$ cat src/rtl/multi_pattern_pwm.sv
// multi_pattern_pwm
//   CH_NUM independent pattern PWM channels. Each channel serialises its own
//   pattern LSB-first, holding every bit for bit_len+1 cycles, inserting
//   gap_len idle cycles between frames and repeating rep_num frames
//   (rep_num = 0 runs until stop). The frame length is set by the highest
//   set bit of the pattern.
//
// Ports
//   clk, rst_n   clock, asynchronous active-low reset
//   start        one-cycle launch strobe, qualified per channel by ch_en
//   stop         one-cycle global abort; wins over a simultaneous start
//   ch_en        channel select applied to start
//   pat          per-channel patterns      [c*PAT_WIDTH +: PAT_WIDTH]
//   bit_len      per-channel cycles per bit minus 1
//   gap_len      per-channel idle cycles between frames
//   rep_num      per-channel frame count (0 = infinite)
//   out_pol      per-channel output polarity (only with the macro below)
//   pwm_out      channel outputs (registered)
//   busy         channel active
//   done         one-cycle pulse on every busy->idle transition
//   all_done     one-cycle pulse when the last busy channel goes idle
//
// Build option
//   MULTI_PATTERN_PWM_POL_EN  adds out_pol; output = pattern bit XOR out_pol,
//                             idle level = out_pol (live while idle).

module multi_pattern_pwm_ch #(
    parameter int PAT_WIDTH = 16,
    parameter int BIT_W     = 8,
    parameter int GAP_W     = 16,
    parameter int REP_W     = 8,
    parameter int IDX_W     = 4
) (
    input  logic                 clk,
    input  logic                 rst_n,
    input  logic                 launch,
    input  logic                 abort,
    input  logic                 pol,
    input  logic [PAT_WIDTH-1:0] pat,
    input  logic [BIT_W-1:0]     bit_len,
    input  logic [GAP_W-1:0]     gap_len,
    input  logic [REP_W-1:0]     rep_num,
    output logic                 pwm,
    output logic                 busy,
    output logic                 done,
    output logic                 busy_nxt
);

    typedef enum logic [1:0] {S_IDLE, S_BIT, S_GAP} state_t;

    state_t               state_q, state_d;
    logic [PAT_WIDTH-1:0] pat_q, pat_d;
    logic [BIT_W-1:0]     bl_q, bl_d, bit_cnt_q, bit_cnt_d;
    logic [GAP_W-1:0]     gl_q, gl_d, gap_cnt_q, gap_cnt_d;
    logic [REP_W-1:0]     rep_q, rep_d, frame_q, frame_d;
    logic [IDX_W-1:0]     last_q, last_d, idx_q, idx_d;
    logic                 pol_q, pol_d;
    logic                 pwm_q, pwm_d, busy_q, busy_d, done_q, done_d;

    logic [IDX_W-1:0]     last_idx;
    logic [IDX_W-1:0]     idx_inc;

    // Index of the highest set bit of the incoming pattern.
    always_comb begin
        last_idx = '0;
        for (int i = 0; i < PAT_WIDTH; i++) begin
            if (pat[i]) last_idx = IDX_W'(i);
        end
    end

    assign idx_inc = idx_q + 1'b1;

    always_comb begin
        state_d   = state_q;
        pat_d     = pat_q;
        bl_d      = bl_q;
        gl_d      = gl_q;
        rep_d     = rep_q;
        last_d    = last_q;
        pol_d     = pol_q;
        bit_cnt_d = bit_cnt_q;
        gap_cnt_d = gap_cnt_q;
        idx_d     = idx_q;
        frame_d   = frame_q;
        pwm_d     = pwm_q;
        busy_d    = busy_q;
        done_d    = 1'b0;

        unique case (state_q)
            S_IDLE: begin
                pwm_d = pol;
                if (launch && (|pat)) begin
                    state_d   = S_BIT;
                    pat_d     = pat;
                    bl_d      = bit_len;
                    gl_d      = gap_len;
                    rep_d     = rep_num;
                    last_d    = last_idx;
                    pol_d     = pol;
                    bit_cnt_d = '0;
                    idx_d     = '0;
                    frame_d   = '0;
                    busy_d    = 1'b1;
                    pwm_d     = pat[0] ^ pol;
                end
            end
            S_BIT: begin
                if (bit_cnt_q != bl_q) begin
                    bit_cnt_d = bit_cnt_q + 1'b1;
                end else begin
                    bit_cnt_d = '0;
                    if (idx_q != last_q) begin
                        idx_d = idx_inc;
                        pwm_d = pat_q[idx_inc] ^ pol_q;
                    end else if ((rep_q != '0) && (frame_q == rep_q - 1'b1)) begin
                        // final frame: no trailing gap
                        state_d = S_IDLE;
                        busy_d  = 1'b0;
                        done_d  = 1'b1;
                        pwm_d   = pol;
                    end else begin
                        // infinite mode holds the frame counter so it never wraps
                        if (rep_q != '0) frame_d = frame_q + 1'b1;
                        idx_d = '0;
                        if (gl_q == '0) begin
                            pwm_d = pat_q[0] ^ pol_q;
                        end else begin
                            state_d   = S_GAP;
                            gap_cnt_d = '0;
                            pwm_d     = pol_q;
                        end
                    end
                end
            end
            S_GAP: begin
                if (gap_cnt_q == gl_q - 1'b1) begin
                    state_d   = S_BIT;
                    bit_cnt_d = '0;
                    idx_d     = '0;
                    pwm_d     = pat_q[0] ^ pol_q;
                end else begin
                    gap_cnt_d = gap_cnt_q + 1'b1;
                end
            end
            default: state_d = S_IDLE;
        endcase

        if (abort && busy_q) begin
            state_d = S_IDLE;
            busy_d  = 1'b0;
            done_d  = 1'b1;
            pwm_d   = pol;
        end
    end

    always_ff @(posedge clk or negedge rst_n) begin
        if (!rst_n) begin
            state_q   <= S_IDLE;
            pat_q     <= '0;
            bl_q      <= '0;
            gl_q      <= '0;
            rep_q     <= '0;
            last_q    <= '0;
            pol_q     <= 1'b0;
            bit_cnt_q <= '0;
            gap_cnt_q <= '0;
            idx_q     <= '0;
            frame_q   <= '0;
            pwm_q     <= 1'b0;
            busy_q    <= 1'b0;
            done_q    <= 1'b0;
        end else begin
            state_q   <= state_d;
            pat_q     <= pat_d;
            bl_q      <= bl_d;
            gl_q      <= gl_d;
            rep_q     <= rep_d;
            last_q    <= last_d;
            pol_q     <= pol_d;
            bit_cnt_q <= bit_cnt_d;
            gap_cnt_q <= gap_cnt_d;
            idx_q     <= idx_d;
            frame_q   <= frame_d;
            pwm_q     <= pwm_d;
            busy_q    <= busy_d;
            done_q    <= done_d;
        end
    end

    assign pwm      = pwm_q;
    assign busy     = busy_q;
    assign done     = done_q;
    assign busy_nxt = busy_d;

endmodule

module multi_pattern_pwm #(
    parameter int CH_NUM    = 4,
    parameter int PAT_WIDTH = 16,
    parameter int BIT_W     = 8,
    parameter int GAP_W     = 16,
    parameter int REP_W     = 8
) (
    input  logic                          clk,
    input  logic                          rst_n,
    input  logic                          start,
    input  logic                          stop,
    input  logic [CH_NUM-1:0]             ch_en,
    input  logic [CH_NUM*PAT_WIDTH-1:0]   pat,
    input  logic [CH_NUM*BIT_W-1:0]       bit_len,
    input  logic [CH_NUM*GAP_W-1:0]       gap_len,
    input  logic [CH_NUM*REP_W-1:0]       rep_num,
`ifdef MULTI_PATTERN_PWM_POL_EN
    input  logic [CH_NUM-1:0]             out_pol,
`endif
    output logic [CH_NUM-1:0]             pwm_out,
    output logic [CH_NUM-1:0]             busy,
    output logic [CH_NUM-1:0]             done,
    output logic                          all_done
);

    localparam int IDX_W = (PAT_WIDTH > 1) ? $clog2(PAT_WIDTH) : 1;

    logic [CH_NUM-1:0] pol;
    logic [CH_NUM-1:0] busy_nxt;
    logic [CH_NUM-1:0] launch;
    logic              all_done_q, all_done_d;

`ifdef MULTI_PATTERN_PWM_POL_EN
    assign pol = out_pol;
`else
    assign pol = '0;
`endif

    // stop wins: nothing launches in an abort cycle
    assign launch = (start && !stop) ? ch_en : '0;

    for (genvar c = 0; c < CH_NUM; c++) begin : g_ch
        multi_pattern_pwm_ch #(
            .PAT_WIDTH (PAT_WIDTH),
            .BIT_W     (BIT_W),
            .GAP_W     (GAP_W),
            .REP_W     (REP_W),
            .IDX_W     (IDX_W)
        ) u_ch (
            .clk      (clk),
            .rst_n    (rst_n),
            .launch   (launch[c]),
            .abort    (stop),
            .pol      (pol[c]),
            .pat      (pat[c*PAT_WIDTH +: PAT_WIDTH]),
            .bit_len  (bit_len[c*BIT_W +: BIT_W]),
            .gap_len  (gap_len[c*GAP_W +: GAP_W]),
            .rep_num  (rep_num[c*REP_W +: REP_W]),
            .pwm      (pwm_out[c]),
            .busy     (busy[c]),
            .done     (done[c]),
            .busy_nxt (busy_nxt[c])
        );
    end

    // Registered alongside busy so the pulse lands on the same edge busy clears.
    always_comb all_done_d = (|busy) && !(|busy_nxt);

    always_ff @(posedge clk or negedge rst_n) begin
        if (!rst_n) all_done_q <= 1'b0;
        else        all_done_q <= all_done_d;
    end

    assign all_done = all_done_q;

endmodule
$ cat config.mk
export PLATFORM = sky130hd
export DESIGN_NAME = multi_pattern_pwm
export DESIGN_NICKNAME = d
export VERILOG_FILES = /design/src/rtl/multi_pattern_pwm.sv
export SDC_FILE = /design/constraint.sdc
export NUM_CORES = 1
export LEC_CHECK = 0
export ABC_AREA = 1
export CORE_ASPECT_RATIO = 1.25
export CORE_MARGIN = 2
export CORE_UTILIZATION = 45
export CTS_BUF_LIST = sky130_fd_sc_hd__clkbuf_8 sky130_fd_sc_hd__clkbuf_16
export DETAILED_ROUTE_END_ITERATION = 7
export PLACE_DENSITY_LB_ADDON = 0.1
export SLEW_MARGIN = 10
export SYNTH_ARGS = -nofsm -noshare
export SYNTH_HDL_FRONTEND = slang
export SYNTH_SLANG_ARGS = --single-unit
$ cat constraint.sdc
create_clock -name clk -period 2.6 [get_ports clk]
set_clock_uncertainty 0.2 [all_clocks]
set_input_delay 0.26 -clock clk [delete_from_list [all_inputs] [get_ports clk]]
set_output_delay 0.26 -clock clk [all_outputs]
set_load 0.005 [all_outputs]
==> summary.md, run 1 <==
| Metric | Value |
|---|---|
| Final Routed Wirelength | 66200 um |
| Die height | 262 um |
| Flip-flop and latch count after synthesis | 373 |
| Setup CP Type | reg2reg |
| Final Max Slew Viols | 0 |
| R2r startpoint | g_ch[1].u_ch.gl_q[1] |
| Antenna Nets Post-Route | 0 |
| Dpl cells | 4366 |
| Routed vias | 22800 |
| Setup TNS | 0 ns |
| Unrepaired setup endpoints after global routing | true |
| Drt drc | 0 |
| Max Cap Violations | 0 |
| # rows | 94 |
| CTS sink cnt | 373 |
| FILL cells | 5063 |
| Pre-CTS setup slack | -0.280 ns |
| Synthesized netlist cell count | 3430 |
| Largest net degree at the start of global routing | 81 |
| Fin nets | 4001 |
| Post-synth cell types | 49 |
| Dpl hpwl | 50800 um |
| CP Capture Type | flop |
| Tcrit/Tclk final | 94.5% |
| CP Launch Type | flop |
| Root buf cell | clkbuf_16 |
| Antenna violations before repair | 0 |
| Crit-path max FO | 4 |
| Sequential-to-total area share from yosys stat | 38.8% |
| Final hold vios | 0 |
| Total grt overflow | 0 |
| Max Root-Sink Buffers | 3 |
| Wirelength per Cell | 14.8 um |
| R2R Path End | g_ch[1].u_ch.idx_q[3] |
| Port Buf Inserts | 212 |
| Async SR Flop Fraction | 100% |
| Inserted Clock Buffers | 43 |
| I/O pin cnt | 213 |
| Critical path required time | 2.86 ns |
| Layout cells sized above 1 | 11.3% |
| Status | complete, no violations |
| Reg area | 9340 sq um |
| Post-Synth Simple-Gate Area | 34.5% |
| Area of the multi-input gates | 13000 sq um |
| R2R Setup Slk | 0.14 ns |
| CTS tree | done |
| Vias per inst | 5.10 |
| Post-synthesis adder-cell area fraction | 2.29% |
| Fin cells | 4460 |
| Synth Warn # | 0 |
| Die width | 211 um |
| Main combinational cell family by area after synthesis | simple AND/OR/NAND/NOR gates |
| Worst reg-to-reg path cell count | 14 |
| First-pass GRT wire length | 111000 um |
| Initial DRC count | 1322 |
| Synth Area per Inst | 7.01 sq um |
| Post-route cell area | 29800 sq um |
| ANT cells | 0 |
| H-tree depth | 2 |
| P per Cell Area | 1030 nW/um^2 |
| Leak | 14.1 nW |
| FMAX | 0.407 GHz |
| Area Overhead vs Synth | 23.8% |
| Die area | 55300 sq um |
| DRT Pass-1 Iters | 6 |
| Final GP Congestion | 0.922 |
| Final critical-path setup slack | 0.142 ns |
| GRT Overall Usage | 24.1% |
| Synth Area in XOR/XNOR | 7.03% |
| Post-synth EDFFs | 0 |
| Vias in the first global route | 22700 |
| Reg clk slew, reported paths | 0.07 ns |
| # setup viols final | 0 |
| Worst vdd ir | 504 uV |
| Synth Cell Area | 24000 sq um |
| Proportion of synthesized area in mux cells | 0% |
| CP arrival | 2.71 ns |
| Total power | 0.0307 W |
| Clk_lat worst skew | 0.57 ns |
| Tmin final | 2.46 ns |
| Starting density of the core | 45.6% |
| Worst-margin pin slew | 0.547 ns |
| Worst min path class | in2async |
| Slew HR | 63.6% |
| Compound-Gate Fraction of Synth Area | 9.02% |
| Core area | 52700 sq um |
| Cell Area, Placed | 27800 sq um |
| Synth Flop Type | dfrtp_1 |
| Mapped Nets | 3674 |
layer usage:
layer  wire [um]  vias to the layer above  global-route usage, %
li1            -                    11500                      -
met1       28800                    10700                   30.3
met2       33200                      417                   42.9
met5           0                        -                      0
met3        2360                      109                   2.56
met4        1810                        0                   7.77
worst max-delay path: stages, from the launching register on:
cell	delay, ns
dfrtp_1	0.39
buf_4	0.15
nor2_4	0.12
nand2_4	0.09
nor2_4	0.18
nand2_2	0.10
xor2_2	0.13
nand2_1	0.06
nor2_1	0.14
nand3_1	0.14
buf_6	0.17
nand2_2	0.07
nand4_1	0.22
nand2_1	0.14
nand2_1	0.06
sequential cells by signal, indices dropped and copies added, names as in the netlist:
register,flops
g_ch.u_ch.bl_q,32
g_ch.u_ch.idx_q,16
g_ch.u_ch.pat_q,64
g_ch.u_ch.busy,4
g_ch.u_ch.pwm,4
g_ch.u_ch.state_q,8
g_ch.u_ch.last_q,16
all_done,1
g_ch.u_ch.rep_q,32
g_ch.u_ch.frame_q,32
g_ch.u_ch.gl_q,64
g_ch.u_ch.done,4
g_ch.u_ch.bit_cnt_q,32
g_ch.u_ch.gap_cnt_q,64
through the flow:
step | hold slack, ns | util (%)
after global placement | 0.0253 | 52.8
final | 0.00401 | 56.5
after global routing | 0.0247 | 56.5
after detailed placement | 0.0208 | 52.8
after CTS | 0.00102 | 55.8
after floorplan | -0.236 | -
cell usage after synthesis, types with 15 or more instances:
master / n / area, sq um
inv_2: 22 / 82.6
nor3_1: 62 / 310
nor2_2: 24 / 150
buf_2: 22 / 110
nand4_1: 71 / 444
inv_1: 361 / 1360
nand3b_1: 19 / 143
nand2_2: 23 / 144
nand3_1: 227 / 1140
or2_2: 23 / 144
xor2_1: 129 / 1130
ha_1: 44 / 551
o21ai_1: 44 / 220
o21ai_0: 232 / 1160
buf_4: 19 / 143
xnor2_1: 64 / 561
nor2_4: 15 / 169
a21oi_1: 77 / 385
dfrtp_1: 373 / 9330
nor2_1: 332 / 1250
clkbuf_1: 53 / 199
nand2_1: 1089 / 4090
worst max path at each step:
| stage | start | end | cells after the start |
|---|---|---|---|
| 3_5_place_dp | g_ch[1].u_ch.gl_q[0] | g_ch[1].u_ch.idx_q[1] | 15 |
| 5_1_grt | g_ch[1].u_ch.gl_q[0] | g_ch[1].u_ch.idx_q[3] | 16 |
| 2_1_floorplan | g_ch[3].u_ch.rep_q[0] | g_ch[3].u_ch.gap_cnt_q[10] | 16 |
| 3_3_place_gp | g_ch[1].u_ch.gl_q[0] | g_ch[1].u_ch.idx_q[2] | 14 |
| 4_1_cts | g_ch[1].u_ch.gl_q[0] | g_ch[1].u_ch.bit_cnt_q[6] | 14 |
| 6_report | g_ch[1].u_ch.gl_q[1] | g_ch[1].u_ch.idx_q[3] | 14 |
cells by family (layout without fill, tap and decap cells):
logic type | count (synthesis) | after routing
buf+inv | 492 | 848
fa+ha+maj | 44 | 44
compound gates | 403 | 404
flops | 373 | 373
simple gates | 1925 | 1926
xor+xnor | 193 | 193
where the power goes:
group	switching [W]	internal, W
Sequential	0.00186	0.00774
Combinational	0.00890	0.00593
Clock	0.00253	0.00374
cell usage in the layout, fill, tap and decap left out, types with 64 or more instances in the layout:
cell	instances
nand4_1	71
o21ai_0	230
dfrtp_1	371
buf_4	147
nor2_1	323
xor2_1	125
a21oi_1	76
xnor2_1	64
nand2_1	1080
inv_1	357
nand3_1	225
clkdlybuf4s50_1	211
final cells by class:
cell class | count | area share (%)
flip-flops and latches | 373 | 31.4
clock buffers | 51 | 3.99
inverters | 386 | 4.89
repair buffers | 386 | 12.3
multi-input cells | 2567 | 43.8
well taps | 672 | 2.83
clock inverters | 25 | 0.866
repair_timing:
action / in CTS / in global routing
hold buffers: 8 / 0
endpoints found under the hold margin: 380 / 0
cloned: 1 / 1
pin swaps: 1 / 34
buffers inserted: 0 / 8
setup endpoints to repair: 12 / 139
resized for setup: 1 / 77
Note: power is estimated with default switching activity, not from simulation.
==> inputs of run 2 (changes only) <==
--- a/config.mk
+++ b/config.mk
@@ -11,6 +11,7 @@
 export CORE_UTILIZATION = 45
 export CTS_BUF_LIST = sky130_fd_sc_hd__clkbuf_8 sky130_fd_sc_hd__clkbuf_16
 export DETAILED_ROUTE_END_ITERATION = 7
+export HOLD_SLACK_MARGIN = 0.05
 export PLACE_DENSITY_LB_ADDON = 0.1
 export SLEW_MARGIN = 10
 export SYNTH_ARGS = -nofsm -noshare
==> run 2 against run 1 <==
Effect of this change: global-route usage grew 0.25 points; maximum frequency increased by 0.26%; first-iteration DRC count is 2.4% higher; count of clock-buffer cells in the layout stayed put; worst hold slack improved by 0.074 ns; flip-flop and latch count stayed put; sequential share of layout area decreased by 0.62 points; setup slack better by 0.0064 ns; combinational power about the same; core utilization up 1.1 points; critical path depth unchanged; clock power about the same.
==> summary.md, run 2 (synthesized netlist as in run 1, its figures left out) <==
| Metric | Value |
|---|---|
| Layout cells sized above 1 | 11.2% (was 11.3%) |
| Die area | 55300 sq um (unchanged) |
| H-tree depth | 2 (unchanged) |
| DRT Pass-1 Iters | 5 (was 6) |
| Hold depth | 3 |
| FILL cells | 4993 (was 5063) |
| Drt drc | 0 (unchanged) |
| Fin cells | 4519 (was 4460) |
| Reg clk slew, reported paths | 0.06 ns (was 0.07 ns) |
| Core area | 52700 sq um (unchanged) |
| Pre-CTS setup slack | -0.280 ns (unchanged) |
| Dpl hpwl | 50800 um (unchanged) |
| Area Overhead vs Synth | 26.3% (was 23.8%) |
| GRT Overall Usage | 24.3% (was 24.1%) |
| Die width | 211 um (unchanged) |
| Area of the multi-input gates | 13000 sq um (unchanged) |
| Crit-path max FO | 4 (unchanged) |
| Setup CP Type | reg2reg (unchanged) |
| # setup viols final | 0 (unchanged) |
| Dpl cells | 4366 (unchanged) |
| ANT cells | 0 (unchanged) |
| Worst min path class | in2reg (was in2async) |
| Clk_lat worst skew | 0.57 ns (about the same) |
| Worst vdd ir | 502 uV (was 504 uV) |
| Critical path required time | 2.85 ns (was 2.86 ns) |
| Largest net degree at the start of global routing | 81 (unchanged) |
| # rows | 94 (unchanged) |
| P per Cell Area | 1010 nW/um^2 (was 1030 nW/um^2) |
| CP Launch Type | flop (unchanged) |
| Max Root-Sink Buffers | 3 (unchanged) |
| Wirelength per Cell | 14.8 um (about the same) |
| Commonest non-fill, non-tap cell in the layout | nand2_1 (unchanged) |
| Worst-margin pin slew | 0.540 ns (was 0.547 ns) |
| First-pass GRT wire length | 112000 um (was 111000 um) |
| Post-Route Utilization | 57.6% (was 56.5%) |
| FMAX | 0.408 GHz (was 0.407 GHz) |
| Tmin final | 2.45 ns (was 2.46 ns) |
| CTS sink cnt | 373 (unchanged) |
| Root buf cell | clkbuf_16 (unchanged) |
| Fin nets | 4060 (was 4001) |
| Final GP Congestion | 0.922 (unchanged) |
| Routed vias | 23000 (was 22800) |
| CTS tree | done (unchanged) |
| Status | complete, no violations (unchanged) |
| Unrepaired setup endpoints after global routing | true (unchanged) |
| Post-route cell area | 30400 sq um (was 29800 sq um) |
| Top flop regs | g_ch.u_ch.gap_cnt_q x64, g_ch.u_ch.gl_q x64, g_ch.u_ch.pat_q x64 (unchanged) |
| Antenna violations before repair | 0 (unchanged) |
| I/O pin cnt | 213 (unchanged) |
| Initial DRC count | 1354 (was 1322) |
| Cell Area, Placed | 27800 sq um (unchanged) |
| Port Buf Inserts | 212 (unchanged) |
| Die height | 262 um (unchanged) |
| Max Cap Violations | 0 (unchanged) |
| Final Max Slew Viols | 0 (unchanged) |
| Total grt overflow | 0 (unchanged) |
| CP Capture Type | flop (unchanged) |
| Vias in the first global route | 23000 (was 22700) |
| Slew HR | 64.0% (was 63.6%) |
| Met2 usage | 43.5% (was 42.9%) |
| Met1 Use GR | 30.6% (was 30.3%) |
| Reg area | 9340 sq um (unchanged) |
| Starting density of the core | 45.6% (unchanged) |
| Most frequent cells in the layout | 1080 x nand2_1, 371 x dfrtp_1, 357 x inv_1 (unchanged) |
| Worst reg-to-reg path cell count | 14 (unchanged) |
| Inserted Clock Buffers | 43 (unchanged) |
| CP arrival | 2.70 ns (was 2.71 ns) |
| Vias per inst | 5.10 (about the same) |
| Antenna Nets Post-Route | 0 (unchanged) |
| Met3 global-route usage | 2.52% (was 2.56%) |
| Leak | 14.4 nW (was 14.1 nW) |
| Total power | 0.0308 W (was 0.0307 W) |
| GRT Max-Usage Layer | met2 (unchanged) |
| Final hold vios | 0 (unchanged) |
| Final Routed Wirelength | 66800 um (was 66200 um) |
| Tcrit/Tclk final | 94.3% (was 94.5%) |
| Final critical-path setup slack | 0.149 ns (was 0.142 ns) |
[run 2: where the power goes]
| part | switching, W | internal [W] |
|---|---|---|
| Combinational | 0.00891 | 0.00599 |
| Clock | 0.00253 | 0.00374 |
| Sequential | 0.00187 | 0.00774 |
| Total | 0.0133 | 0.0175 |
[run 2: layer usage]
metal | up-vias | share of wire [%]
met5 | - | 0
met4 | 0 | 2.7
met3 | 111 | 3.6
met2 | 428 | 50
met1 | 10800 | 43
li1 | 11700 | -
[run 2: cell type report]
class                           count  share of cell area [%]
Clock buffer                       51                    3.91
Clock inverter                     25                   0.849
Inverter                          386                    4.79
Multi-Input combinational cell   2567                    42.9
Sequential cell                   373                    30.8
Tap cell                          672                    2.77
Timing Repair Buffer              445                    14.0
[run 2: final timing paths]
path	from	slack, ns	endpoint
max in group asynchronous	rst_n	0.92	g_ch[3].u_ch.bit_cnt_q[6]
min in group asynchronous	rst_n	0.55	g_ch[1].u_ch.bl_q[7]
min reg2reg	g_ch[1].u_ch.pat_q[15]	0.28	g_ch[1].u_ch.pat_q[15]
max reg2reg	g_ch[1].u_ch.gl_q[1]	0.15	g_ch[1].u_ch.idx_q[0]
max	g_ch[1].u_ch.gl_q[1]	0.15	g_ch[1].u_ch.idx_q[0]
min	gap_len[15]	0.08	g_ch[0].u_ch.gl_q[15]
[run 2: worst max-delay path: stages (launching register included)]
cell and delay (ns):
dfrtp_1 0.39, buf_4 0.15, nor2_4 0.12, nand2_4 0.09, nor2_4 0.18, nand2_2 0.10
xor2_2 0.13, nand2_1 0.06, nor2_1 0.14, nand3_1 0.14, buf_6 0.18, nand2_2 0.07
nand4_1 0.21, nand2_1 0.13, nand2_1 0.06
[run 2: through the flow]
step                TNS (ns)  hold slack (ns)
floorplan                  0           -0.236
global placement       -3.40           0.0253
detailed placement     -3.62           0.0208
CTS                        0           0.0501
global route          -0.103           0.0731
finish                     0           0.0775
[run 2: timing repair]
item | CTS | global route
hold endpoints to repair | 437 | 0
gates resized for setup | 1 | 77
endpoints found under the setup margin | 12 | 139
setup buffers | 0 | 8
gates cloned | 1 | 1
hold buffers | 67 | 0
pin swaps | 1 | 34
